<file path="config.mk">
export PLATFORM = sky130hd
export DESIGN_NAME = apb_master_bridge
export DESIGN_NICKNAME = d
export VERILOG_FILES = /design/src/rtl/apb_master_bridge.sv
export SDC_FILE = /design/constraint.sdc
export NUM_CORES = 1
export LEC_CHECK = 0
export ABC_AREA = 1
export CORE_MARGIN = 2
export CORE_UTILIZATION = 31
export CTS_CLUSTER_SIZE = 30
export DETAILED_ROUTE_END_ITERATION = 6
export GPL_TIMING_DRIVEN = 0
export PLACE_DENSITY = 0.72
export SYNTH_ARGS = -nofsm -noshare
export SYNTH_HDL_FRONTEND = slang
export SYNTH_SLANG_ARGS = --single-unit
export TNS_END_PERCENT = 100
</file>
<file path="constraint.sdc">
create_clock -name PCLK -period 3.8 [get_ports PCLK]
set_input_delay 0.95 -clock PCLK [delete_from_list [all_inputs] [get_ports PCLK]]
set_output_delay 0.95 -clock PCLK [all_outputs]
set_load 0.1 [all_outputs]
</file>
<file path="src/rtl/apb_master_bridge.sv">
// CPU load/store to APB3 master bridge with slave decode, PREADY timeout and error return.
// Latency: zero-wait slave responds 3 cycles after accept; each PREADY wait cycle adds one.
// Backpressure: one transfer in flight; req_ready is high only in IDLE, so the CPU holds its request.
module apb_master_bridge #(
  parameter int NUM_SLAVES = 3,
  parameter int SEL_LSB    = 12,
  parameter int SEL_BITS   = 2,
  parameter int TIMEOUT    = 255
) (
  input  logic                     PCLK,
  input  logic                     PRESETn,
  input  logic                     req_valid,
  output logic                     req_ready,
  input  logic                     req_write,
  input  logic [31:0]              req_addr,
  input  logic [31:0]              req_wdata,
  output logic                     rsp_valid,
  output logic [31:0]              rsp_rdata,
  output logic                     rsp_err,
  output logic [31:0]              PADDR,
  output logic [NUM_SLAVES-1:0]    PSEL,
  output logic                     PENABLE,
  output logic                     PWRITE,
  output logic [31:0]              PWDATA,
  input  logic [NUM_SLAVES-1:0]    PREADY_s,
  input  logic [NUM_SLAVES*32-1:0] PRDATA_s,
  input  logic [NUM_SLAVES-1:0]    PSLVERR_s
);

  localparam int CW = $clog2(TIMEOUT + 1);

  typedef enum logic [2:0] {S_IDLE, S_SETUP, S_ACCESS, S_ERR, S_DONE} state_t;

  state_t                  state, state_nxt;
  logic [CW-1:0]           cnt, cnt_nxt;
  logic [SEL_BITS-1:0]     req_idx, cur_idx;
  logic                    accept, req_mapped, timed_out;
  logic                    sel_ready, sel_err;
  logic [31:0]             sel_rdata;
  logic                    req_ready_nxt, rsp_valid_nxt, rsp_err_nxt, penable_nxt, pwrite_nxt;
  logic [31:0]             rsp_rdata_nxt, paddr_nxt, pwdata_nxt;
  logic [NUM_SLAVES-1:0]   psel_nxt;

  function automatic logic [NUM_SLAVES-1:0] onehot(input logic [SEL_BITS-1:0] idx);
    logic [NUM_SLAVES-1:0] v;
    v = '0;
    for (int i = 0; i < NUM_SLAVES; i++) begin
      v[i] = (int'(idx) == i);
    end
    return v;
  endfunction

  // The slave index of an in-flight transfer comes from the latched PADDR, not the live request.
  assign req_idx    = req_addr[SEL_LSB+SEL_BITS-1:SEL_LSB];
  assign cur_idx    = PADDR[SEL_LSB+SEL_BITS-1:SEL_LSB];
  assign accept     = req_valid & req_ready;
  assign req_mapped = (int'(req_idx) < NUM_SLAVES);
  assign timed_out  = (cnt == CW'(TIMEOUT - 1));

  // Return-path mux for the currently selected slave; unselected slaves are ignored.
  always_comb begin
    sel_ready = 1'b0;
    sel_err   = 1'b0;
    sel_rdata = '0;
    for (int i = 0; i < NUM_SLAVES; i++) begin
      if (int'(cur_idx) == i) begin
        sel_ready = PREADY_s[i];
        sel_err   = PSLVERR_s[i];
        sel_rdata = PRDATA_s[32*i +: 32];
      end
    end
  end

  // State register; reset mid-transfer simply abandons the transfer.
  always_ff @(posedge PCLK or negedge PRESETn) begin
    if (!PRESETn) state <= S_IDLE;
    else          state <= state_nxt;
  end

  // Next-state decode; PREADY takes priority over the timeout on the final wait cycle.
  always_comb begin
    state_nxt = state;
    case (state)
      S_IDLE:   if (accept) state_nxt = req_mapped ? S_SETUP : S_ERR;
      S_SETUP:  state_nxt = S_ACCESS;
      S_ACCESS: if (sel_ready || timed_out) state_nxt = S_DONE;
      S_ERR:    state_nxt = S_DONE;
      S_DONE:   state_nxt = S_IDLE;
      default:  state_nxt = S_IDLE;
    endcase
  end

  // Next values for every registered output, derived from the transition being taken.
  always_comb begin
    req_ready_nxt = (state_nxt == S_IDLE);
    rsp_valid_nxt = (state_nxt == S_DONE);
    penable_nxt   = (state_nxt == S_ACCESS);
    rsp_rdata_nxt = rsp_rdata;
    rsp_err_nxt   = rsp_err;
    paddr_nxt     = PADDR;
    pwdata_nxt    = PWDATA;
    pwrite_nxt    = PWRITE;
    psel_nxt      = '0;
    cnt_nxt       = cnt;
    if (accept) begin
      paddr_nxt  = req_addr;
      pwdata_nxt = req_wdata;
      pwrite_nxt = req_write;
    end
    if (state == S_IDLE && state_nxt == S_SETUP) psel_nxt = onehot(req_idx);
    else if (state_nxt == S_ACCESS)               psel_nxt = PSEL;
    if (state_nxt == S_SETUP) begin
      cnt_nxt = '0;
    end else if (state == S_ACCESS && !sel_ready && !timed_out) begin
      cnt_nxt = cnt + CW'(1);
    end
    if (state_nxt == S_DONE) begin
      if (state == S_ACCESS && sel_ready) begin
        rsp_rdata_nxt = PWRITE ? 32'h0 : sel_rdata;
        rsp_err_nxt   = sel_err;
      end else begin
        rsp_rdata_nxt = 32'h0;
        rsp_err_nxt   = 1'b1;
      end
    end
  end

  // Output and datapath registers.
  always_ff @(posedge PCLK or negedge PRESETn) begin
    if (!PRESETn) begin
      req_ready <= 1'b1;
      rsp_valid <= 1'b0;
      rsp_rdata <= '0;
      rsp_err   <= 1'b0;
      PADDR     <= '0;
      PSEL      <= '0;
      PENABLE   <= 1'b0;
      PWRITE    <= 1'b0;
      PWDATA    <= '0;
      cnt       <= '0;
    end else begin
      req_ready <= req_ready_nxt;
      rsp_valid <= rsp_valid_nxt;
      rsp_rdata <= rsp_rdata_nxt;
      rsp_err   <= rsp_err_nxt;
      PADDR     <= paddr_nxt;
      PSEL      <= psel_nxt;
      PENABLE   <= penable_nxt;
      PWRITE    <= pwrite_nxt;
      PWDATA    <= pwdata_nxt;
      cnt       <= cnt_nxt;
    end
  end

endmodule

</file>
## Yosys cells after proc, flatten, opt, wreduce, memory -nomap -nowiden

Index checks and enable logic that the tools add are counted.

| operators by class | value |
|---|---|
| eq/ne operators | 12 |
| muxes and demuxes | 20 |
| $lt $le $gt $ge | 1 |
| reductions and logical operators | 12 |
| $add $sub $neg | 1 |
| bitwise logic cells | 1 |

Operators with widths:

| kind | count |
|---|---|
| 2-to-1 mux 32 bit | 5 |
| 2-to-1 mux 8 bit | 2 |
| 2-to-1 mux 3 bit | 4 |
| one-hot mux 3 bit (4 select lines) | 1 |
| == test 3 x 2 -> 1 bit, second input constant | 3 |
| adder 8 x 1 -> 8 bit, second input constant | 1 |
| == test 2 bit, second input constant | 4 |
| == test 8 bit, second input constant | 1 |
| 2-to-1 mux 1 bit | 7 |
| == test 3 x 1 -> 1 bit, second input constant | 2 |
| logical NOT 3 bit | 2 |
| logical AND 1 bit | 4 |
| logical NOT 2 bit | 2 |
| == test 3 bit, second input constant | 1 |
| logical NOT 1 bit | 2 |
| less-than comparator 2 bit, second input constant | 1 |
| 2-to-1 mux 2 bit | 1 |
| != test 2 x 1 -> 1 bit, second input constant | 1 |
| nonzero test 2 bit | 1 |
| bitwise AND 1 bit | 1 |
| logical OR 1 bit | 1 |

| word-level totals | value |
|---|---|
| word-level logic and storage cells | 58 |
| output and inout port bits | 104 |
| input bits | 170 |
| register bits | 115 |

## Depth between registers and ports, before layout

Gate-level depths: netlist of run 1.

| logic depth | value |
|---|---|
| depth after elaboration | 10 |
| mapped depth | 10 |
| mapped depth without buffers | 9 |

## Worst setup path after synthesis of run 1

OpenSTA, ideal clock, no wires.

| timing | value |
|---|---|
| path type | register to register |
| start point | reg PADDR[13] |
| end point | reg rsp_rdata[24] |
| library setup time | 0.067 ns |
| period minus slack after synthesis | 2.082 ns |
| data required time | 3.733 ns |
| stages on the path, launching flop included | 10 |
| buffers on the path | 1 |
| slack | 1.718 ns |
| data arrival time | 2.015 ns |
| cells stage by stage | dfrtp_1 -> nor2_2 -> nand2_1 -> inv_1 -> nor2_1 -> nand2_1 -> o21ai_4 -> buf_6 -> nand2_1 -> nand2_1 |

| between the ends | value |
|---|---|
| word-level cells in the longest chain between the ends | 8 |
| elaborated cells on any way between the ends | 16 |
| those cells by class | eq/ne: 3; mux: 10; reduce/logical: 3 |

RTL lines:

| element | RTL line | source |
|---|---|---|
| start, declared | 20 | `output logic [31:0] PADDR,` |
| start signal, assigned | 146 | `PADDR <= paddr_nxt;` |
| logical NOT 2 bit | 66 | `if (int'(cur_idx) == i) begin` |
| 2-to-1 mux 1 bit (3 in series) | 66 |  |
| logical OR 1 bit | 86 | `S_ACCESS: if (sel_ready \|\| timed_out) state_nxt = S_DONE;` |
| 2-to-1 mux 3 bit | 86 |  |
| one-hot mux 3 bit (4 select lines) | 83 | `case (state)` |
| == test 3 bit | 117 | `if (state_nxt == S_DONE) begin` |
| end signal, assigned | 144 | `rsp_rdata <= rsp_rdata_nxt;` |
| end, declared | 18 | `output logic [31:0] rsp_rdata,` |

Several ways; a longest one is shown, not always the timed one.
A chain may end at the register's enable or synchronous reset.

## Worst setup path in the final report of run 1

| timing | value |
|---|---|
| start point | reg req_ready |
| end point | out req_ready |

RTL lines:

| element | RTL line | source |
|---|---|---|
| start, declared | 13 | `output logic req_ready,` |
| start signal, assigned | 142 | `req_ready <= req_ready_nxt;` |

No word-level cell between the ends.

==> metrics.txt, run 1 <==
Seq/Total Area, Yosys 0.5525; initial antenna violation count 0; Synth Instances 682; Hold-fix buffers, CTS 0; CTS max path bufs 2; synth unique cells 24; most common cell after layout, fill and taps aside nand2_1; vias in the first global route 5337; final wirelength 17630 um; routability cong. 0.8873; port bufs 273; slowest CP cell clkdlybuf4s50_1; Startpoint Class flop; root buf cell clkbuf_16; Post-Syn Area 0.005211 mm2; WP data arrival 2.09 ns; Max H-tree Level 4; final worst-path cycle share 0.8012; die width 133.7 um; status completed; total negative setup slack 0 ns; minimum clock period 3.045 ns; worst skew pair latency 0.41 ns; Hold Crit Class flop to flop; worst-path cell chain clkdlybuf4s50_1; DRC viols 0; GRT Total Usage 0.1999; RSZ-0062 raised after global routing false; cts repair resizes 0; Final setup viols 0; Mean Syn Cell Area 7.641 um2; DRT iter0 DRCs 245; xor and xnor area share after synthesis 0.008403; Synth-to-Final Area Change 70.13%; Fmax 328.5 MHz; height of the chip 133.7 um; post-synthesis adder-cell area fraction 0.004802; NumNets Final 1147; Synth Area in Simple Gates 0.3683; grt total ovfl 0; die area 0.01786 mm2; compound-cell area share of the yosys netlist 0.01849; worst stage delay on the critical path 1.14 ns; Initial Util 0.3154; post-synthesis mux area share 0; Least-Margin Pin Slew 1.046 ns; Max-Cap Viols 0; syn nets 854; count of pins over their slew limit 0; drt wl/cell 14.60 um; vias per inst 4.446; Slew HR 0.3004; first-pass GRT wire length 27590 um; EDFF count, synth 0; fillers 1548; critical path capture point type output pin; Crit path buffers/inverters 1; layout cells sized above 1 0.04757; drt first pass iters 5; Synth warnings 0; largest net degree at the start of global routing 63; Clock Skew 0.009166 ns; Num CTS Buffers 17; Row Count 47; Vias 5371; CP required 2.85 ns; antenna cells 0; CTS tree yes; core area 0.01652 mm2; crit-path max FO 3; Worst-path clk slew 0.06 ns; io pins 274; most common flop cell mapped by yosys dfrtp_1; main combinational cell family by area after synthesis simple AND/OR/NAND/NOR gates; fraction of registers with async set/reset 1.000; Final ANT Viol Nets 0; DPL Wire Length 13150 um; critical setup path kind flop to output pin; most frequent cells in the layout nand2_1 (416), clkdlybuf4s50_1 (272), dfrtp_1 (114); Post-CTS Setup Bufs 0; CTS Sinks 115; final hold violations 0; Finished Core Util 0.5365; Largest delay share family, worst path buffers and inverters; Yosys reg bits 115
## registers in the layout, summed over array words and instances (netlist names)
signal	flops
PADDR	32
PWDATA	32
rsp_rdata	32
cnt	8
PSEL	3
state	3
PENABLE	1
PWRITE	1
req_ready	1
rsp_err	1
rsp_valid	1
## worst paths after layout
kind | end | from | cells past startpoint | slack [ns]
worst max-delay path | req_ready | req_ready | 1 | 0.76
worst min-delay path | rsp_rdata[12] | rsp_rdata[12] | 2 | 0.47
worst max register to register | rsp_rdata[11] | PADDR[13] | 8 | 1.86
worst min register to register | rsp_rdata[12] | rsp_rdata[12] | 2 | 0.47
max in group asynchronous | req_ready | PRESETn | 2 | 2.55
min in group asynchronous | rsp_rdata[6] | PRESETn | 1 | 0.52
## worst register-to-register path, cell delays in order, from the launching register on
cell     delay (ns)
dfrtp_1        0.44
nor2_2         0.39
nand2_1        0.12
nand3_1        0.13
nand2_1        0.13
nor2_1         0.22
buf_2          0.26
nand2_1        0.12
nand2_1        0.08
## Yosys cell counts (3+ instances only)
| library cell | count | share of area |
|---|---|---|
| nand2_1 | 416 | 0.30 |
| dfrtp_1 | 114 | 0.55 |
| nand3_1 | 50 | 0.048 |
| inv_1 | 28 | 0.020 |
| clkbuf_1 | 20 | 0.014 |
| nor2_1 | 15 | 0.011 |
| xor2_1 | 5 | 0.0084 |
| o211ai_1 | 4 | 0.0058 |
| o21ai_0 | 4 | 0.0038 |
| a21oi_1 | 3 | 0.0029 |
| buf_2 | 3 | 0.0029 |
| buf_6 | 3 | 0.0065 |
| o21ai_1 | 3 | 0.0029 |
## cell families (layout without fill, tap and decap cells)
| group | count (synthesis) | count (layout) |
|---|---|---|
| AO/OA/AOI/OAI | 15 | 15 |
| AND/OR/NAND/NOR | 487 | 487 |
| adder cells (fa/ha/maj) | 2 | 2 |
| XOR/XNOR | 5 | 5 |
| buffers and inverters | 58 | 364 |
| flip-flops | 115 | 115 |
## final cells by class
type | instances | area (um2) | share of cell area
flip-flops and latches | 115 | 2879 | 0.3247
repair buffers | 274 | 2761 | 0.3115
multi-input cells | 509 | 2085 | 0.2351
clock buffers | 18 | 439.2 | 0.04953
well taps | 220 | 275.3 | 0.03105
clock inverters | 14 | 178.9 | 0.02018
plain buffers | 29 | 138.9 | 0.01566
inverters | 29 | 108.9 | 0.01228
## metal layers
metal,part of all wire,global-route usage
met1,0.42,0.2377
met2,0.48,0.3302
met3,0.071,0.07078
met4,0.030,0.08215
met5,0,0
## stage by stage
step	cell area (um2)	std cells	worst slack (ns)	hold WS, ns
after global placement	8219	1175	-2.932	0.4534
after floorplan	5211	682	1.718	0.5379
final	8866	1208	0.7555	0.4685
after CTS	8866	1208	0.7270	0.4727
after global routing	8866	1208	0.7150	0.4877
after detailed placement	8248	1176	0.9608	0.4585
Power of run 1 is left out: the tool's default activity adds up to more than one toggle a clock period on the data nets, which glitch-free logic cannot reach.
==> run 2: changes to the inputs <==
PLACE_DENSITY = 0.74   (was 0.72)
clock period = 2.5 ns   (was 3.8 ns; I/O delays follow)
==> run 2 against run 1 <==
Compared with the run above: utilization shrank 1.2 points; worst setup slack lost 0.67 ns; sequential cell count is the same; sequential share of layout area grew 0.75 points; cell area shrank 2.3%; die area is the same; worst hold slack lost 0.31 ns; critical path depth is the same; final cell count is essentially flat; non-clock buffer count is the same; routed wire length grew 0.52%; global-route usage grew 0.52 points.
==> metrics.txt, run 2 (synthesized netlist as in run 1, its figures left out) <==
status completed; Synth-to-Final Area Change 66.29%; Clock Skew 0.009181 ns; die width 133.7 um; die area 0.01786 mm2; DPL Wire Length 13490 um; antenna cells 0; Initial Util 0.3154; Num CTS Buffers 17; io pins 274; core area 0.01652 mm2; count of pins over their slew limit 0; drt first pass iters 4; final worst-path cycle share 0.9660; WP data arrival 1.79 ns; Max H-tree Level 4; total negative setup slack 0 ns; Least-Margin Pin Slew 1.040 ns; root buf cell clkbuf_16; Worst-path clk slew 0.05 ns; slowest CP cell clkdlybuf4s15_1; DRT iter0 DRCs 253; largest net degree at the start of global routing 67; Critical R2R Launch PADDR[13]; routability cong. 0.8917; CTS Sinks 115; minimum clock period 2.415 ns; Worst Setup SP req_ready; Final ANT Viol Nets 0; Fmax 414.1 MHz; NumNets Final 1147; worst-path cell chain clkdlybuf4s15_1; most used routing layer met2; Largest delay share family, worst path buffers and inverters; grt met1 use 0.2424; Hold Crit Class primary input to asynchronous set/reset pin; drt wl/cell 14.68 um; DRC viols 0; most common cell after layout, fill and taps aside nand2_1; initial antenna violation count 0; Startpoint Class flop; final hold violations 0; port bufs 273; Max-Cap Viols 0; Slew HR 0.3092; final worst setup slack 0.08489 ns; CP required 1.88 ns; grt met3 use 0.07192; layout cells sized above 1 0.04559; first-pass GRT wire length 28480 um; global routing usage on met2 0.3416; final wirelength 17720 um; most frequent cells in the layout nand2_1 (416), clkdlybuf4s50_1 (168), dfrtp_1 (114); RSZ-0062 raised after global routing false; critical setup path kind flop to output pin; GRT Total Usage 0.2051; CTS tree yes; grt total ovfl 0; crit-path max FO 3; height of the chip 133.7 um; vias per inst 4.433; vias in the first global route 5555; Vias 5351; worst skew pair latency 0.41 ns; worst stage delay on the critical path 0.84 ns; critical path capture point type output pin; Regs by FF count PADDR x32, PWDATA x32, rsp_rdata x32; Final setup viols 0; pre-CTS WS 0.05415 ns; Crit path buffers/inverters 1; CTS max path bufs 2; Row Count 47
## run 2: cell count changes in the layout (fill, tap and decap cells not counted), sizes merged
cell,before,now
inv,32,30
clkinv,3,6
dlygate4sd2,0,102
clkdlybuf4s15,0,1
bufinv,3,1
clkdlybuf4s50,272,168
dlymetal6s2s,0,1
## run 2: per-layer routing
layer  routed length (um)  part of all wire
met1                 7224              0.41
met2                 8688              0.49
met3                 1299             0.073
met4                  512             0.029
met5                    0                 0
## run 2: final timing paths
check	to	slack (ns)	cells after the start
worst min-delay path	rsp_rdata[5]	0.16	1
worst max register to register	rsp_rdata[27]	0.61	8
worst max-delay path	req_ready	0.08	1
worst min register to register	rsp_rdata[3]	0.46	2
min in group PCLK	rsp_rdata[3]	0.46	2
max in group asynchronous	req_ready	1.61	2
## run 2: area by class of cell
type | instances | area [um2]
inverter | 29 | 108.9
fill | 1575 | 7859
timing repair buffer | 274 | 2636
buffer | 29 | 138.9
multi-input combinational | 509 | 2085
clock buffer | 18 | 429.2
tap | 220 | 275.3
sequential | 115 | 2879
clock inverter | 13 | 113.9
## run 2: timing repair
item / 4_1_cts / 5_1_grt
setup buffers: 0 / 0
gates resized for setup: 103 / 2
hold buffers: 0 / 0
endpoints found under the setup margin: 103 / 2
hold endpoints to repair: 0 / 0
## run 2: metrics by stage
stage          std cells  hold slack (ns)  cell area, um2    util
3_3_place_gp        1175           0.4539            8219  0.4974
6_report            1207           0.1612            8666  0.5244
4_1_cts             1207           0.1718            8662  0.5242
5_1_grt             1207           0.1888            8666  0.5244
2_1_floorplan        682           0.3294            5211       -
3_5_place_dp        1176           0.4570            8248  0.4991
Power of run 2 is left out for the same reason.
